**src/rtl/drive_cmd_ctrl.sv**
```systemverilog
// drive_cmd_ctrl: IR-commanded drive controller with proximity obstacle
// detection, a deadman command timeout and periodic 4-byte UART telemetry.
//
// Build option: define DRIVE_OBSTACLE_STOP_EN to let the obstacle flag turn
// forward motion into brake. Without it, blocked is only reported.
//
// Telemetry FSM
//   state  | meaning
//   T_IDLE | no packet in flight; waits for a period tick or a pending request
//   T_HDR  | presenting header byte 0xA5
//   T_STAT | presenting status snapshot {blocked, cmd_timeout, 000, motor_state}
//   T_DIST | presenting saturated min-distance snapshot
//   T_SUM  | presenting XOR checksum of the three previous bytes
module drive_cmd_ctrl #(
    parameter int NUM_PROX    = 2,
    parameter int DIST_W      = 8,
    parameter int STOP_DIST   = 20,
    parameter int CMD_TIMEOUT = 25_000_000,
    parameter int TLM_PERIOD  = 500_000
) (
    input  logic                       clk,
    input  logic                       rst_n,
    input  logic                       ir_valid,
    input  logic [31:0]                ir_data,
    input  logic [NUM_PROX-1:0]        prox_valid,
    input  logic [NUM_PROX*DIST_W-1:0] prox_dist,
    output logic [2:0]                 motor_state,
    output logic                       blocked,
    output logic                       cmd_timeout,
    output logic [7:0]                 tx_data,
    output logic                       tx_valid,
    input  logic                       tx_ready
);

    localparam int TO_W  = $clog2(CMD_TIMEOUT);
    localparam int PER_W = $clog2(TLM_PERIOD);

    localparam logic [2:0] M_IDLE  = 3'd0;
    localparam logic [2:0] M_FWD   = 3'd1;
    localparam logic [2:0] M_LEFT  = 3'd2;
    localparam logic [2:0] M_BRAKE = 3'd3;
    localparam logic [2:0] M_RIGHT = 3'd4;
    localparam logic [2:0] M_REV   = 3'd5;

    localparam logic [7:0]        HDR_BYTE = 8'hA5;
    localparam logic [DIST_W-1:0] STOP_V   = DIST_W'(STOP_DIST);

    typedef enum logic [2:0] {T_IDLE, T_HDR, T_STAT, T_DIST, T_SUM} tlm_state_t;

    logic [7:0]        key;
    logic              frame_ok;
    logic [2:0]        key_state;
    logic [2:0]        req_state;
    logic [TO_W-1:0]   to_cnt;
    logic              to_hit;
    logic [DIST_W-1:0] chan_dist [NUM_PROX];
    logic [DIST_W-1:0] min_next;
    logic [DIST_W-1:0] min_dist;
    logic [7:0]        dist_byte;
    logic [7:0]        stat_byte;
    logic [PER_W-1:0]  per_cnt;
    logic              tick;
    tlm_state_t        tlm_state;
    logic [7:0]        stat_snap;
    logic [7:0]        dist_snap;
    logic              pending;
    logic              tx_hs;
    logic              unused_ir;

    // Low half of the IR frame carries the address, which this block ignores.
    assign unused_ir = ^ir_data[15:0];

    assign key      = ir_data[23:16];
    assign frame_ok = ir_valid && (ir_data[31:24] == ~key);

    // Key to motion decode; unknown keys stop the drive.
    always_comb begin
        case (key)
            8'h02:   key_state = M_FWD;
            8'h04:   key_state = M_LEFT;
            8'h05:   key_state = M_BRAKE;
            8'h06:   key_state = M_RIGHT;
            8'h08:   key_state = M_REV;
            default: key_state = M_IDLE;
        endcase
    end

    // Forward requests are converted to brake while an obstacle is present.
    always_comb begin
        req_state = key_state;
`ifdef DRIVE_OBSTACLE_STOP_EN
        if (key_state == M_FWD && blocked) begin
            req_state = M_BRAKE;
        end
`endif
    end

    // Deadman counter: clears on every accepted frame, parks at terminal count.
    assign to_hit = (to_cnt == TO_W'(CMD_TIMEOUT - 1));

    always_ff @(posedge clk or negedge rst_n) begin
        if (!rst_n) begin
            to_cnt <= '0;
        end else if (frame_ok) begin
            to_cnt <= '0;
        end else if (!to_hit) begin
            to_cnt <= to_cnt + 1'b1;
        end
    end

    // Motion state: a fresh frame beats a simultaneous timeout.
    always_ff @(posedge clk or negedge rst_n) begin
        if (!rst_n) begin
            motor_state <= M_IDLE;
            cmd_timeout <= 1'b0;
        end else if (frame_ok) begin
            motor_state <= req_state;
            cmd_timeout <= 1'b0;
        end else if (to_hit) begin
            motor_state <= M_IDLE;
            cmd_timeout <= 1'b1;
        end
`ifdef DRIVE_OBSTACLE_STOP_EN
        else if (motor_state == M_FWD && blocked) begin
            motor_state <= M_BRAKE;
        end
`endif
    end

    // Per-channel distance capture; all-ones means "nothing seen yet".
    always_ff @(posedge clk or negedge rst_n) begin
        if (!rst_n) begin
            for (int i = 0; i < NUM_PROX; i++) begin
                chan_dist[i] <= '1;
            end
        end else begin
            for (int i = 0; i < NUM_PROX; i++) begin
                if (prox_valid[i]) begin
                    chan_dist[i] <= prox_dist[i*DIST_W +: DIST_W];
                end
            end
        end
    end

    // Nearest obstacle across all channels.
    always_comb begin
        min_next = chan_dist[0];
        for (int i = 1; i < NUM_PROX; i++) begin
            if (chan_dist[i] < min_next) begin
                min_next = chan_dist[i];
            end
        end
    end

    // Two-stage pipeline: registered minimum, then registered threshold flag.
    always_ff @(posedge clk or negedge rst_n) begin
        if (!rst_n) begin
            min_dist <= '1;
            blocked  <= 1'b0;
        end else begin
            min_dist <= min_next;
            blocked  <= (min_dist < STOP_V);
        end
    end

    if (DIST_W > 8) begin : g_dist_sat
        assign dist_byte = (|min_dist[DIST_W-1:8]) ? 8'hFF : min_dist[7:0];
    end else begin : g_dist_ext
        assign dist_byte = 8'(min_dist);
    end

    assign stat_byte = {blocked, cmd_timeout, 3'b000, motor_state};

    // Free-running telemetry period counter.
    assign tick = (per_cnt == PER_W'(TLM_PERIOD - 1));

    always_ff @(posedge clk or negedge rst_n) begin
        if (!rst_n) begin
            per_cnt <= '0;
        end else if (tick) begin
            per_cnt <= '0;
        end else begin
            per_cnt <= per_cnt + 1'b1;
        end
    end

    assign tx_hs = tx_valid && tx_ready;

    // Telemetry packet sequencer; a tick during a packet is remembered once.
    always_ff @(posedge clk or negedge rst_n) begin
        if (!rst_n) begin
            tlm_state <= T_IDLE;
            tx_valid  <= 1'b0;
            tx_data   <= 8'h00;
            stat_snap <= 8'h00;
            dist_snap <= 8'h00;
            pending   <= 1'b0;
        end else begin
            case (tlm_state)
                T_IDLE: begin
                    if (tick || pending) begin
                        tlm_state <= T_HDR;
                        tx_valid  <= 1'b1;
                        tx_data   <= HDR_BYTE;
                        stat_snap <= stat_byte;
                        dist_snap <= dist_byte;
                        pending   <= 1'b0;
                    end
                end
                T_HDR: begin
                    if (tx_hs) begin
                        tlm_state <= T_STAT;
                        tx_data   <= stat_snap;
                    end
                end
                T_STAT: begin
                    if (tx_hs) begin
                        tlm_state <= T_DIST;
                        tx_data   <= dist_snap;
                    end
                end
                T_DIST: begin
                    if (tx_hs) begin
                        tlm_state <= T_SUM;
                        tx_data   <= HDR_BYTE ^ stat_snap ^ dist_snap;
                    end
                end
                T_SUM: begin
                    if (tx_hs) begin
                        tlm_state <= T_IDLE;
                        tx_valid  <= 1'b0;
                        tx_data   <= 8'h00;
                    end
                end
                default: begin
                    tlm_state <= T_IDLE;
                    tx_valid  <= 1'b0;
                    tx_data   <= 8'h00;
                end
            endcase
            if (tlm_state != T_IDLE && tick) begin
                pending <= 1'b1;
            end
        end
    end

endmodule

```
**config.mk**
```make
export PLATFORM = sky130hd
export DESIGN_NAME = drive_cmd_ctrl
export DESIGN_NICKNAME = d
export VERILOG_FILES = /design/src/rtl/drive_cmd_ctrl.sv
export SDC_FILE = /design/constraint.sdc
export NUM_CORES = 1
export LEC_CHECK = 0
export BUFFER_PORTS_ARGS = -buffer_cell sky130_fd_sc_hd__buf_2
export CAP_MARGIN = 0
export CORE_MARGIN = 2
export CORE_UTILIZATION = 62
export CTS_CLUSTER_SIZE = 40
export DETAILED_ROUTE_END_ITERATION = 8
export PLACE_DENSITY = 0.88
export RECOVER_POWER = 50
export SETUP_SLACK_MARGIN = 0.2
export SYNTH_ARGS = -nofsm -noshare
export SYNTH_HDL_FRONTEND = slang
export SYNTH_SLANG_ARGS = --single-unit
```
**constraint.sdc**
```tcl
create_clock -name clk -period 2.8 [get_ports clk]
set_input_delay 0.7 -clock clk [delete_from_list [all_inputs] [get_ports clk]]
set_output_delay 0.7 -clock clk [all_outputs]
set_load 0.02 [all_outputs]
```
# ---- Word level (Yosys, flattened, before mapping)
# Cells that the tools add are included.
dict set report word_totals {
  register_bits 99
  inputBits 54
  elab_cells 81
}
dict set report classes {
  n_addsub 2
  order_cmp 2
  eq_ne 18
  n_mux 27
  n_bitwise 4
  n_reduce_logical 14
}
# op count
set op_table {}
lappend op_table {{2-to-1 mux 25 bit} 2}
lappend op_table {{2-to-1 mux 8 bit} 6}
lappend op_table {{case mux 8 bit (5 select lines)} 1}
lappend op_table {{case mux 3 bit (5 select lines)} 2}
lappend op_table {{adder 25 x 1 -> 25 bit (second input constant)} 1}
lappend op_table {{equality test 25 bit (second input constant)} 1}
lappend op_table {{equality test 8 x 3 -> 1 bit (second input constant)} 3}
lappend op_table {{2-to-1 mux 3 bit} 7}
lappend op_table {{adder 19 x 1 -> 19 bit (second input constant)} 1}
lappend op_table {{equality test 19 bit (second input constant)} 1}
lappend op_table {{2-to-1 mux 19 bit} 1}
lappend op_table {{!= test 2 bit (second input constant)} 6}
lappend op_table {{equality test 8 x 2 -> 1 bit (second input constant)} 1}
lappend op_table {{equality test 8 x 4 -> 1 bit (second input constant)} 1}
lappend op_table {{equality test 8 bit} 1}
lappend op_table {{< comparator 8 x 5 -> 1 bit (second input constant)} 1}
lappend op_table {{< comparator 8 bit} 1}
lappend op_table {{NOT 8 bit} 1}
lappend op_table {{XOR 8 bit} 1}
lappend op_table {{2-to-1 mux 1 bit} 7}
lappend op_table {{equality test 3 x 2 -> 1 bit (second input constant)} 2}
lappend op_table {{nonzero test 2 bit} 3}
lappend op_table {{AND reduction 5 bit} 1}
lappend op_table {{NOT 4 bit} 1}
lappend op_table {{other kinds (11)} 14}

# ---- Longest topological paths before layout
dict set report depth {
  ltp_word 5
  mapped_depth 7
}

# ---- Least setup slack after synthesis
# Ideal clock, no wire load.
dict set report synth_path {
  path_type {reg-to-reg}
  startpoint {register per_cnt[0]}
  endpoint {register dist_snap[0]}
  setup_ns 0.125
  arrival_ns 1.805
  path_slack_ns 0.870
  stages_incl_launch_ff 8
  n_path_buf 1
  synth_period_minus_slack_ns 1.930
  cell_sequence {dfrtp_1 -> ha_1 -> and4_1 -> nand4_1 -> nor4_2 -> o21a_2 -> buf_4 -> mux2_2}
}
dict set report synth_via {
  elab_chain_len 3
}
# element line_no
set synth_rtl {}
lappend synth_rtl {{from (decl)} 61} ;# logic [PER_W-1:0] per_cnt;
lappend synth_rtl {{from (signal assigned)} 183} ;# per_cnt <= per_cnt + 1'b1;
lappend synth_rtl {{equality test 19 bit} 175} ;# assign tick = (per_cnt == PER_W'(TLM_PERIOD - 1));
lappend synth_rtl {{logical OR 1 bit} 201} ;# if (tick || pending) begin
lappend synth_rtl {{AND reduction 2 bit (no source line)} -}
lappend synth_rtl {{to (signal assigned)} 206} ;# dist_snap <= dist_byte;
lappend synth_rtl {{to (decl)} 65} ;# logic [7:0] dist_snap;
# No other way between the ends.
# A chain may end at the register's enable or synchronous reset.

# ---- Worst setup path after layout
dict set report layout_path {
  startpoint {register tlm_state[0]}
  endpoint {register tx_data[3]}
}
dict set report layout_via {
  elab_chain_len 3
  elab_cells_between_ends 12
}
# element line_no
set layout_rtl {}
lappend layout_rtl {{from (decl)} 63} ;# tlm_state_t tlm_state;
lappend layout_rtl {{from (signal assigned)} 192} ;# tlm_state <= T_IDLE;
lappend layout_rtl {{from (signal assigned)} 202} ;# tlm_state <= T_HDR;
lappend layout_rtl {{from (signal assigned)} 212} ;# tlm_state <= T_STAT;
lappend layout_rtl {{equality test 3 x 1 -> 1 bit, or another cell as far along} 199} ;# case (tlm_state)
lappend layout_rtl {{!= test 2 bit (no source line)} -}
lappend layout_rtl {{AND reduction 5 bit (no source line)} -}
lappend layout_rtl {{to (signal assigned)} 213} ;# tx_data <= stat_snap;
lappend layout_rtl {{to (signal assigned)} 219} ;# tx_data <= dist_snap;
lappend layout_rtl {{to (signal assigned)} 225} ;# tx_data <= HDR_BYTE ^ stat_snap ^ dist_snap;
lappend layout_rtl {{to (decl)} 30} ;# output logic [7:0] tx_data,
# Several ways; a longest one is shown, not always the timed one.

==> metrics.md <==
| Metric | Value |
|---|---|
| Final hold viol count | `0` |
| Postcts setup bufs | `0` |
| Cts bufs inserted | `9` |
| Worst hold margin | `0.462 ns` |
| Fillers | `485` |
| Post-Synth XOR/XNOR Area | `0.0882` |
| CTS tree | `done` |
| Syn Area/Cell | `10.8 µm²` |
| Synth Area in Simple Gates | `0.196` |
| Area leader, netlist | `dfrtp_1` |
| Multiplexer area fraction after synthesis | `0.0893` |
| Ys flop type | `dfrtp_1` |
| DRC violations left | `0` |
| Critical-path top delay cell | `dfrtp_1` |
| Vias in the first global route | `3,525` |
| CP startpoint | `tlm_state[0]$_DFFE_PN0P_` |
| Layout cells sized above 1 | `0.273` |
| IO Count | `68` |
| F_max | `462 MHz` |
| CP Launch Type | `flip-flop` |
| Clk root buf | `clkbuf_8` |
| Main combinational cell family by area after synthesis | `simple AND/OR/NAND/NOR gates` |
| Global Route met1 Usage | `0.322` |
| Setup Viol. Count Final | `0` |
| Initial core utilization | `0.650` |
| Synth Area in Compound Gates | `0.0564` |
| Clock transition at path regs | `0.09 ns` |
| Crit path kind | `reg -> reg` |
| Worst Hold Launch | `per_cnt[0]$_DFF_PN0_` |
| Hold_buf cts | `0` |
| Netlist Area Pre-Place | `0.00477 mm²` |
| Post-synth top area share | `0.394` |
| Reg-to-reg startpoint | `tlm_state[0]$_DFFE_PN0P_` |
| Maxcap violations | `1` |
| Final instance area | `0.00534 mm²` |
| Clock skew | `0.00848 ns` |
| Tcrit/Tclk final | `0.773` |
| Routing usage on met3 | `0.0509` |
| Top post-synthesis cells by area | `dfrtp_1 39%, dfstp_2 13%, mux2_2 8.5%` |
| Crit. End Element | `flip-flop` |
| Post-layout util | `0.728` |
| Setup tns final | `0 ns` |
| RSZ-0062 raised after global routing | `no` |
| Initial antenna violation count | `0` |
| Slew HR | `-0.0841` |
| Cells after synthesis | `440` |
| Syn Nets | `503` |
| Status | `finished, violations left` |
| Register area share after synthesis | `0.526` |
| Drt initial violations | `174` |
| GPL Wtd Cong | `0.835` |
| Leakage dissipation | `2.45 nW` |
| Slew Limit Fails | `30` |
| Clock tree buffer depth | `2` |
| Area of placed instances | `0.00515 mm²` |
| Fin nets | `559` |
| Die Area | `0.00840 mm²` |
| Die Y | `91.7 µm` |
| Via-to-Cell Ratio | `5.79` |
| First-pass GRT wire length | `16,600 µm` |
| Post-synthesis adder-cell area fraction | `0.0236` |
| Critical Path AT | `2.41 ns` |
| Most Crowded Layer GR | `met2` |
| Power per cell area | `560 mW/mm²` |
| Worst path max stage delay | `0.55 ns` |
| Row cnt | `31` |
| Syn. warnings | `0` |
| Antenna Nets Post-Route | `0` |
| N_diodes | `0` |
| Final min period | `2.16 ns` |
| Number of enable flip-flop cells after synthesis | `0` |
| HP Class | `reg -> reg` |
| Async set-reset flop share out of synthesis | `1.00` |
| GR Util met2 | `0.419` |
| Vias | `3,476` |
| Slew @ Worst Pin | `1.63 ns` |
| Wirelength per Cell | `16.1 µm` |
| GR Util All Layers | `0.247` |
| Failing checks | `capacitance limit, slew limit` |
| Total grt overflow | `0` |
| Seq cells post-synth | `99` |
| Maximum number of pins on one net before global-route repair | `45` |
| Resized cells post-CTS | `0` |
| Routed wire length | `9650 µm` |
| Port Buf Inserts | `51` |
| Critical-path cell list | `or3_1, nand3_1, o31ai_1, a21oi_2, mux2_2` |
| Post-DP HPWL | `6990 µm` |
| CTS Sinks | `99` |
| Syn-to-layout area delta | `12.0%` |
| DIE WIDTH | `91.7 µm` |
| Clk_lat worst skew | `0.36 ns` |
| Maximum vdd drop | `573 µV` |
| First-pass iteration count of the detailed router | `5` |
| Worst Path Required | `3.05 ns` |
| Core area | `0.00733 mm²` |
| Crit path max fanout | `14` |
| Synth unique cells | `45` |
| H-tree levels | `3` |
-- layout by cell type (no fill, tap or decap), types with 2 or more instances in the layout --
cell type	n
dfrtp_1	75
nor2_1	49
buf_2	48
nand2_1	42
mux2_2	35
xor2_1	29
nand3_1	22
dfstp_2	21
o21ai_0	19
xnor2_1	19
inv_1	14
a21oi_1	11
nand4_1	11
nor3_1	10
clkbuf_8	10
ha_1	9
nand2b_1	8
or3_1	6
and3_1	5
clkbuf_1	5
a31oi_1	4
and4_1	3
o22ai_1	3
dfstp_1	3
a21oi_2	2
nor4_2	2
nand3b_1	2
mux2i_1	2
nor2b_1	2
nor4b_1	2
nor4_4	2
a211oi_1	2
clkinvlp_4	2
buf_4	2
-- metrics by stage --
step	cells	power (mW)	setup slack [ns]
global placement	584	2.07	0.711
global route	600	3.12	0.253
CTS	600	3.00	0.601
floorplan	440	1.94	0.870
finish	600	2.99	0.637
detailed placement	584	2.10	0.609
-- layer usage --
metal	vias up	wire, µm
li1	1650	-
met1	1706	4240
met2	105	4860
met3	15	422
met4	0	125
met5	-	0
-- where the power goes --
part           internal (mW)  switching, mW  total (mW)  leakage [nW]
Combinational          0.169          0.205       0.375          1.12
Sequential              1.58          0.127        1.71          1.24
Clock                  0.437          0.471       0.908        0.0926
Total                   2.19          0.803        2.99          2.45
-- critical path: cells and delay by family (launching register included) --
| kind | cells | cell delay, ns |
|---|---|---|
| and+or+nand+nor | 2 | 0.62 |
| AOI/OAI and AO/OA | 2 | 0.49 |
| DFF | 1 | 0.55 |
| muxes | 1 | 0.39 |
-- Yosys cell counts (all sizes together) (2+ instances only) --
master,n
a211oi,2
a21oi,13
a31oi,4
and3,7
and4,3
buf,3
clkbuf,7
dfrtp,75
dfstp,24
ha,9
inv,14
mux2,36
mux2i,2
nand2,42
nand2b,8
nand3,22
nand3b,2
nand4,12
nor2,49
nor2b,2
nor3,12
nor4,5
nor4b,2
o21ai,19
o22ai,3
or3,6
xnor2,19
xor2,29
-- cell families (layout without fill, tap and decap cells) --
logic type / after synthesis / count (layout)
compound gates: 46 / 46
xor+xnor: 48 / 48
fa+ha+maj: 9 / 9
buf+inv: 24 / 85
flops: 99 / 99
mux: 38 / 38
simple gates: 176 / 176
-- worst paths after layout --
check / end / slack (ns) / depth (start not counted)
max in group asynchronous: per_cnt[16]$_DFF_PN0_ / 0.65 / 2
max reg2reg: tx_data[3]$_DFFE_PN0P_ / 0.64 / 5
min: per_cnt[0]$_DFF_PN0_ / 0.46 / 1
min reg2reg: per_cnt[0]$_DFF_PN0_ / 0.46 / 1
max: tx_data[3]$_DFFE_PN0P_ / 0.64 / 5
min in group asynchronous: to_cnt[10]$_DFFE_PN0P_ / 0.74 / 1
-- sequential cells by signal, indices dropped and copies added (netlist names) --
signal       cells
to_cnt          25
per_cnt         19
chan_dist       16
dist_byte        8
dist_snap        8
tx_data          8
stat_snap        5
motor_state      3
tlm_state        3
blocked          1
cmd_timeout      1
pending          1
tx_valid         1
-- final cells by class --
type | instances | area, µm² | area share
clock buffer | 12 | 145 | 0.0272
clock inverter | 4 | 50.0 | 0.00938
sequential | 99 | 2510 | 0.470
timing repair buffer | 55 | 292 | 0.0546
tap | 99 | 124 | 0.0232
multi-input combinational | 317 | 2170 | 0.406
inverter | 14 | 52.6 | 0.00985
Note: power is estimated with default switching activity, not from simulation.
